[config.mk]
export PLATFORM = sky130hd
export DESIGN_NAME = mem_access_unit
export DESIGN_NICKNAME = d
export VERILOG_FILES = /design/src/rtl/mem_access_unit.sv
export SDC_FILE = /design/constraint.sdc
export NUM_CORES = 1
export LEC_CHECK = 0
export BUFFER_PORTS_ARGS = -buffer_cell sky130_fd_sc_hd__clkbuf_2
export CAP_MARGIN = 10
export CELL_PAD_IN_SITES_DETAIL_PLACEMENT = 2
export CELL_PAD_IN_SITES_GLOBAL_PLACEMENT = 2
export CORE_ASPECT_RATIO = 1.25
export CORE_MARGIN = 4
export CORE_UTILIZATION = 30
export DETAILED_ROUTE_END_ITERATION = 7
export PLACE_DENSITY = 0.82
export REMOVE_ABC_BUFFERS = 1
export SLEW_MARGIN = 20
export SYNTH_ARGS = -nofsm -noshare
export SYNTH_HDL_FRONTEND = slang
export SYNTH_SLANG_ARGS = --single-unit
[constraint.sdc]
create_clock -name clk -period 2.2 [get_ports clk]
set_input_delay 0.11 -clock clk [delete_from_list [all_inputs] [get_ports clk]]
set_output_delay 0.11 -clock clk [all_outputs]
set_load 0.05 [all_outputs]
[src/rtl/mem_access_unit.sv]
// Multi-cycle MEM stage: req/ack data-memory access with byte lanes, load extension and timeout.
// Optional MEM_ACCESS_MISALIGN_TRAP_EN: misaligned H/W/D accesses error out without touching dmem.
module mem_access_unit #(
  parameter int XLEN    = 32,
  parameter int TIMEOUT = 15
) (
  input  logic              clk,
  input  logic              rst_n,
  input  logic              in_valid,
  input  logic              in_mem_read,
  input  logic              in_mem_write,
  input  logic [2:0]        in_rwtype,
  input  logic [XLEN-1:0]   in_addr,
  input  logic [XLEN-1:0]   in_wdata,
  input  logic [4:0]        in_rd_addr,
  input  logic              in_reg_write,
  output logic              stall,
  output logic              out_valid,
  output logic [XLEN-1:0]   out_data,
  output logic [4:0]        out_rd_addr,
  output logic              out_reg_write,
  output logic              out_err,
  output logic              dmem_req,
  output logic              dmem_we,
  output logic [XLEN-1:0]   dmem_addr,
  output logic [XLEN/8-1:0] dmem_be,
  output logic [XLEN-1:0]   dmem_wdata,
  input  logic              dmem_ack,
  input  logic [XLEN-1:0]   dmem_rdata
);
  localparam int NB   = XLEN / 8;
  localparam int OFFW = $clog2(NB);
  localparam int CW   = $clog2(TIMEOUT + 1);

  typedef enum logic {S_IDLE, S_REQ} state_t;

  state_t            r_state, w_nxt;
  logic [CW-1:0]     r_cnt;
  logic              r_we, r_uns, r_regw;
  logic [1:0]        r_size;
  logic [XLEN-1:0]   r_eaddr, r_wdata;
  logic [NB-1:0]     r_be;
  logic [4:0]        r_rd;
  logic              r_out_valid, r_out_regw, r_out_err;
  logic [XLEN-1:0]   r_out_data;
  logic [4:0]        r_out_rd;

  logic              w_mem, w_trap, w_start, w_stall, w_to, w_uns, w_sign;
  logic [1:0]        w_size;
  logic [OFFW-1:0]   w_off;
  logic [NB-1:0]     w_bemask, w_be;
  logic [XLEN-1:0]   w_wdata, w_sh, w_lmask, w_load;

  assign w_mem   = in_mem_read | in_mem_write;
  assign w_off   = in_addr[OFFW-1:0];

  // Size 0..3 = B/H/W/D; unsupported encodings fall back to signed W.
  always_comb begin
    w_size = 2'd2;
    w_uns  = 1'b0;
    case (in_rwtype)
      3'b000: w_size = 2'd0;
      3'b001: w_size = 2'd1;
      3'b011: if (XLEN == 64) w_size = 2'd3;
      3'b100: begin w_size = 2'd0; w_uns = 1'b1; end
      3'b101: begin w_size = 2'd1; w_uns = 1'b1; end
      3'b110: if (XLEN == 64) w_uns = 1'b1;
      default: ;
    endcase
  end

  always_comb begin
    case (w_size)
      2'd0:    w_bemask = NB'(1);
      2'd1:    w_bemask = NB'(3);
      2'd2:    w_bemask = NB'(15);
      default: w_bemask = '1;
    endcase
  end

  // Lanes past the word boundary simply shift out.
  assign w_be    = w_bemask << w_off;
  assign w_wdata = in_wdata << {w_off, 3'b000};

`ifdef MEM_ACCESS_MISALIGN_TRAP_EN
  assign w_trap = |(w_off & OFFW'((1 << w_size) - 1));
`else
  assign w_trap = 1'b0;
`endif

  assign w_start = in_valid & w_mem & ~w_trap;

  always_ff @(posedge clk or negedge rst_n) begin
    if (!rst_n) r_state <= S_IDLE;
    else        r_state <= w_nxt;
  end

  always_comb begin
    w_nxt   = r_state;
    w_stall = 1'b0;
    w_to    = 1'b0;
    case (r_state)
      S_IDLE: if (w_start) begin w_stall = 1'b1; w_nxt = S_REQ; end
      S_REQ: begin
        if (dmem_ack) w_nxt = S_IDLE;
        else if (r_cnt == CW'(TIMEOUT - 1)) begin w_to = 1'b1; w_nxt = S_IDLE; end
        else w_stall = 1'b1;
      end
      default: w_nxt = S_IDLE;
    endcase
  end

  // Released on the abort cycle too, so the timed-out instruction is not reissued.
  assign stall = rst_n & w_stall;

  assign w_sh = dmem_rdata >> {r_eaddr[OFFW-1:0], 3'b000};

  always_comb begin
    w_lmask = '1;
    w_sign  = 1'b0;
    case (r_size)
      2'd0:    begin w_lmask = XLEN'(8'hFF);         w_sign = w_sh[7];  end
      2'd1:    begin w_lmask = XLEN'(16'hFFFF);      w_sign = w_sh[15]; end
      2'd2:    begin w_lmask = XLEN'(32'hFFFF_FFFF); w_sign = w_sh[31]; end
      default: ;
    endcase
    w_load = (w_sh & w_lmask) | ((w_sign & ~r_uns) ? ~w_lmask : '0);
  end

  always_ff @(posedge clk or negedge rst_n) begin
    if (!rst_n) begin
      r_cnt <= '0; r_we <= 1'b0; r_uns <= 1'b0; r_regw <= 1'b0; r_size <= '0;
      r_eaddr <= '0; r_wdata <= '0; r_be <= '0; r_rd <= '0;
      r_out_valid <= 1'b0; r_out_regw <= 1'b0; r_out_err <= 1'b0;
      r_out_data <= '0; r_out_rd <= '0;
    end else begin
      r_out_valid <= 1'b0;
      case (r_state)
        S_IDLE: if (in_valid) begin
          if (w_start) begin
            r_cnt <= '0; r_we <= in_mem_write; r_uns <= w_uns; r_size <= w_size;
            r_regw <= in_reg_write; r_eaddr <= in_addr; r_wdata <= w_wdata;
            r_be <= w_be; r_rd <= in_rd_addr;
          end else begin
            r_out_valid <= 1'b1;
            r_out_rd    <= in_rd_addr;
            r_out_err   <= w_mem;
            r_out_regw  <= in_reg_write & ~w_mem;
            r_out_data  <= w_mem ? '0 : in_addr;
          end
        end
        S_REQ: begin
          if (dmem_ack) begin
            r_out_valid <= 1'b1; r_out_rd <= r_rd; r_out_regw <= r_regw; r_out_err <= 1'b0;
            r_out_data  <= r_we ? r_eaddr : w_load;
          end else if (w_to) begin
            r_out_valid <= 1'b1; r_out_rd <= r_rd; r_out_regw <= 1'b0; r_out_err <= 1'b1;
            r_out_data  <= '0;
          end else begin
            r_cnt <= r_cnt + 1'b1;
          end
        end
        default: ;
      endcase
    end
  end

  assign dmem_req      = (r_state == S_REQ);
  assign dmem_we       = r_we;
  assign dmem_addr     = {r_eaddr[XLEN-1:OFFW], {OFFW{1'b0}}};
  assign dmem_be       = r_be;
  assign dmem_wdata    = r_wdata;
  assign out_valid     = r_out_valid;
  assign out_data      = r_out_data;
  assign out_rd_addr   = r_out_rd;
  assign out_reg_write = r_out_regw;
  assign out_err       = r_out_err;
endmodule

==> results.toml <==
[run_status]
status = "finished, final reports clean"

[sta]
period_needed_ns = 2.05
finClkSkew_ns = 0.0132
slew_headroom_pct = 41.9
hold_viol_final = 0
drv_slew = 0
tightest_slew_ns = 0.869
setup_viol = 0
rsz0062_at_grt = "yes"
fmax_ghz = 0.488
post-route-period-util_pct = 93.2

[setup_path]
worst_ep_arrival_time_ns = 1.94
crit_fanout = 5
cp.required_ns = 2.09
cp-end-kind = "primary output"
crit_path_start_kind = "flop"
critPathKind = "flop to primary output"

[worst_hold_path]
hp-class = "input port to async pin"

[route]
totalWireLength_mm = 27.2
first_pass_iters = 4
drc = 0
drt_iter0_markers = 227
vias = 6649
avgRoutedWirePerCell_um = 21.3
antenna_left = 0
vias_per_cell = 5.20

[power_and_ir_drop]
pwr-share-clk_pct = 27.6
power_per_cell_area_nw_per_um2 = 1150
p_sw_mw = 4.74
peakVddDrop_v = 0.000566
power.total_mw = 10.4
p_seq_share_pct = 31.1
p_sw_share_pct = 45.7
power_frac_comb_pct = 41.3
power.internal_mw = 5.63
leakagePower_nw = 4.43

[grt]
grt_use_met2_pct = 39.0
busiest_layer = "met2"
grt_first_pass_wirelength_mm = 42.3
track_usage_pct = 21.8
grt-ovfl-total = 0
grt_max_degree = 119
antenna_found_initial = 1
grt_pass1_vias = 7506
gr-usage-met3_pct = 6.35
grtUsageMet1_pct = 25.3

[cts]
cts_made_buffers = 17
cts_root_buffer = "clkbuf_16"
clock_latency_ns = 0.42
clock_path_buffers = 2
cts.htree.levels = 4
post_cts_buffers = 0
cts.clk_slew.worst_paths_ns = 0.06
cts_tree = "built"
clkSinkCount = 123

[floorplanning]
num_rows = 61
die_x_um = 142
die_y_um = 176
core_um2 = 22200
start_util_pct = 30.3
io_pins = 222
die_area_um2 = 24900

[finish]
layout_common_cells = "clkbuf_2 (217), nand2_1 (213), dfrtp_1 (123)"
num-nets-final = 1095
mostFrequentLayoutCell = "clkbuf_2"
diodes = 0
area_growth_pct = 34.0
fillers = 2504
layout-drive-gt1-share_pct = 30.6
final_cells = 1278

[placed_design]
dp.cells = 1198
gp_congestion = 0.827
dp_hpwl_mm = 19.5
io_buffer_count = 219

[yosys]
synth_ff_type = "dfrtp_1"
synthCells = 753
synth.area.top_cells = "dfrtp_1 (46%), nand2_1 (12%), mux2i_1 (5.8%)"
netlist.area_leader.share_pct = 45.7
yosysWarningCount = 0
ys_ff_latch = 123
avgSynthCellArea_um2 = 8.94
synth-edff-count = 0
ys_types = 54
yosys.area.top_type = "dfrtp_1"
ys_seq_area_share_pct = 45.7
async_reset_ff_share_pct = 100
synth_area_um2 = 6730

[flow_run]
maxCapViolCount = 0
## worst max-delay path: stages (launching register included)
cell and delay (ns):
dfrtp_1 0.42, nor2b_1 0.39, nand2_2 0.17, nand2_1 0.17, and2_1 0.15, clkbuf_4 0.22
## worst paths after layout
check / startpoint / end / slack (ns) / cells after the start
min reg2reg: dmem_be[2] / dmem_be[2] / 0.47 / 2
min in group clk: in_addr[1] / dmem_wdata[3] / 0.05 / 4
max: dmem_req / stall / 0.15 / 5
max reg2reg: r_cnt[0] / out_data[28] / 0.21 / 8
max in group asynchronous: rst_n / out_data[21] / 1.26 / 3
min: rst_n / dmem_wdata[15] / 0.04 / 2
## sequential cells by signal, summed over array words and instances (netlist names), 2 cells and up
register	count
out_rd_addr	5
r_size	2
dmem_be	4
out_data	32
r_cnt	4
dmem_wdata	32
r_eaddr	32
r_rd	5
## through the flow
step                setup WS, ns  util [%]  hold slack, ns  setup TNS (ns)  cell area, um2
detailed placement         0.161      35.7         -0.0673               0            7940
global route             -0.0152      40.6          0.0486         -0.0152            9020
global placement           0.251      35.7         -0.0682               0            7940
CTS                       0.0286      40.6          0.0210               0            9020
floorplan                  -3.46         -          -0.186         -242.94            6220
finish                     0.149      40.6          0.0375               0            9020
## power by group through the flow
stage / logic (mW) / registers, mW / clock network (mW)
after CTS: 4.31 / 3.23 / 2.91
after global routing: 4.58 / 3.29 / 3.02
final: 4.28 / 3.23 / 2.86
after global placement: 4.11 / 3.24 / 0
after detailed placement: 4.22 / 3.26 / 0
after floorplan: 1.13 / 4.89 / 0
## cell usage after synthesis (2+ instances only)
cell	count
a31oi_1	9
mux2_2	9
o21ai_1	3
xor2_1	2
a22o_1	9
nand2_1	214
nand2b_1	10
mux2i_1	39
a221oi_1	14
inv_1	4
a21oi_1	26
nor2b_1	15
buf_1	8
ha_1	2
a31oi_2	2
o21ai_0	59
buf_4	35
o211ai_1	15
nand3b_1	9
clkbuf_1	18
buf_6	7
a211oi_1	10
a22oi_1	3
dfrtp_1	123
buf_2	16
nor2_1	35
and2_1	3
o31ai_1	9
a32oi_1	8
nand3_1	13
## cells by family after synthesis
group / count (synthesis) / synth area share, %
simple gates: 308 / 19.8
compound gates: 178 / 18.1
flops: 123 / 45.7
buf+inv: 90 / 8.05
mux: 49 / 7.64
fa+ha+maj: 2 / 0.372
xor+xnor: 2 / 0.260
other cells: 1 / 0.0557
## routing by layer
layer / part of all wire (%) / vias up
met1: 40 / 3381
met3: 7.0 / 25
met5: 0.048 / -
li1: - / 3038
met2: 52 / 203
met4: 1.6 / 2
## area by class of cell
class | count | area, um2 | area share [%]
well taps | 283 | 354 | 3.93
flip-flops and latches | 123 | 3080 | 34.1
clock inverters | 13 | 143 | 1.58
repair buffers | 293 | 1830 | 20.2
clock buffers | 19 | 453 | 5.02
inverters | 6 | 25.0 | 0.277
multi-input cells | 541 | 3140 | 34.8
## timing repair
item / in CTS / in global routing
hold buffers: 48 / 0
cloned: 0 / 0
endpoints found under the hold margin: 170 / 0
endpoints found under the setup margin: 1 / 6
resized for setup: 2 / 3
Power figures use the tool's default switching activity.
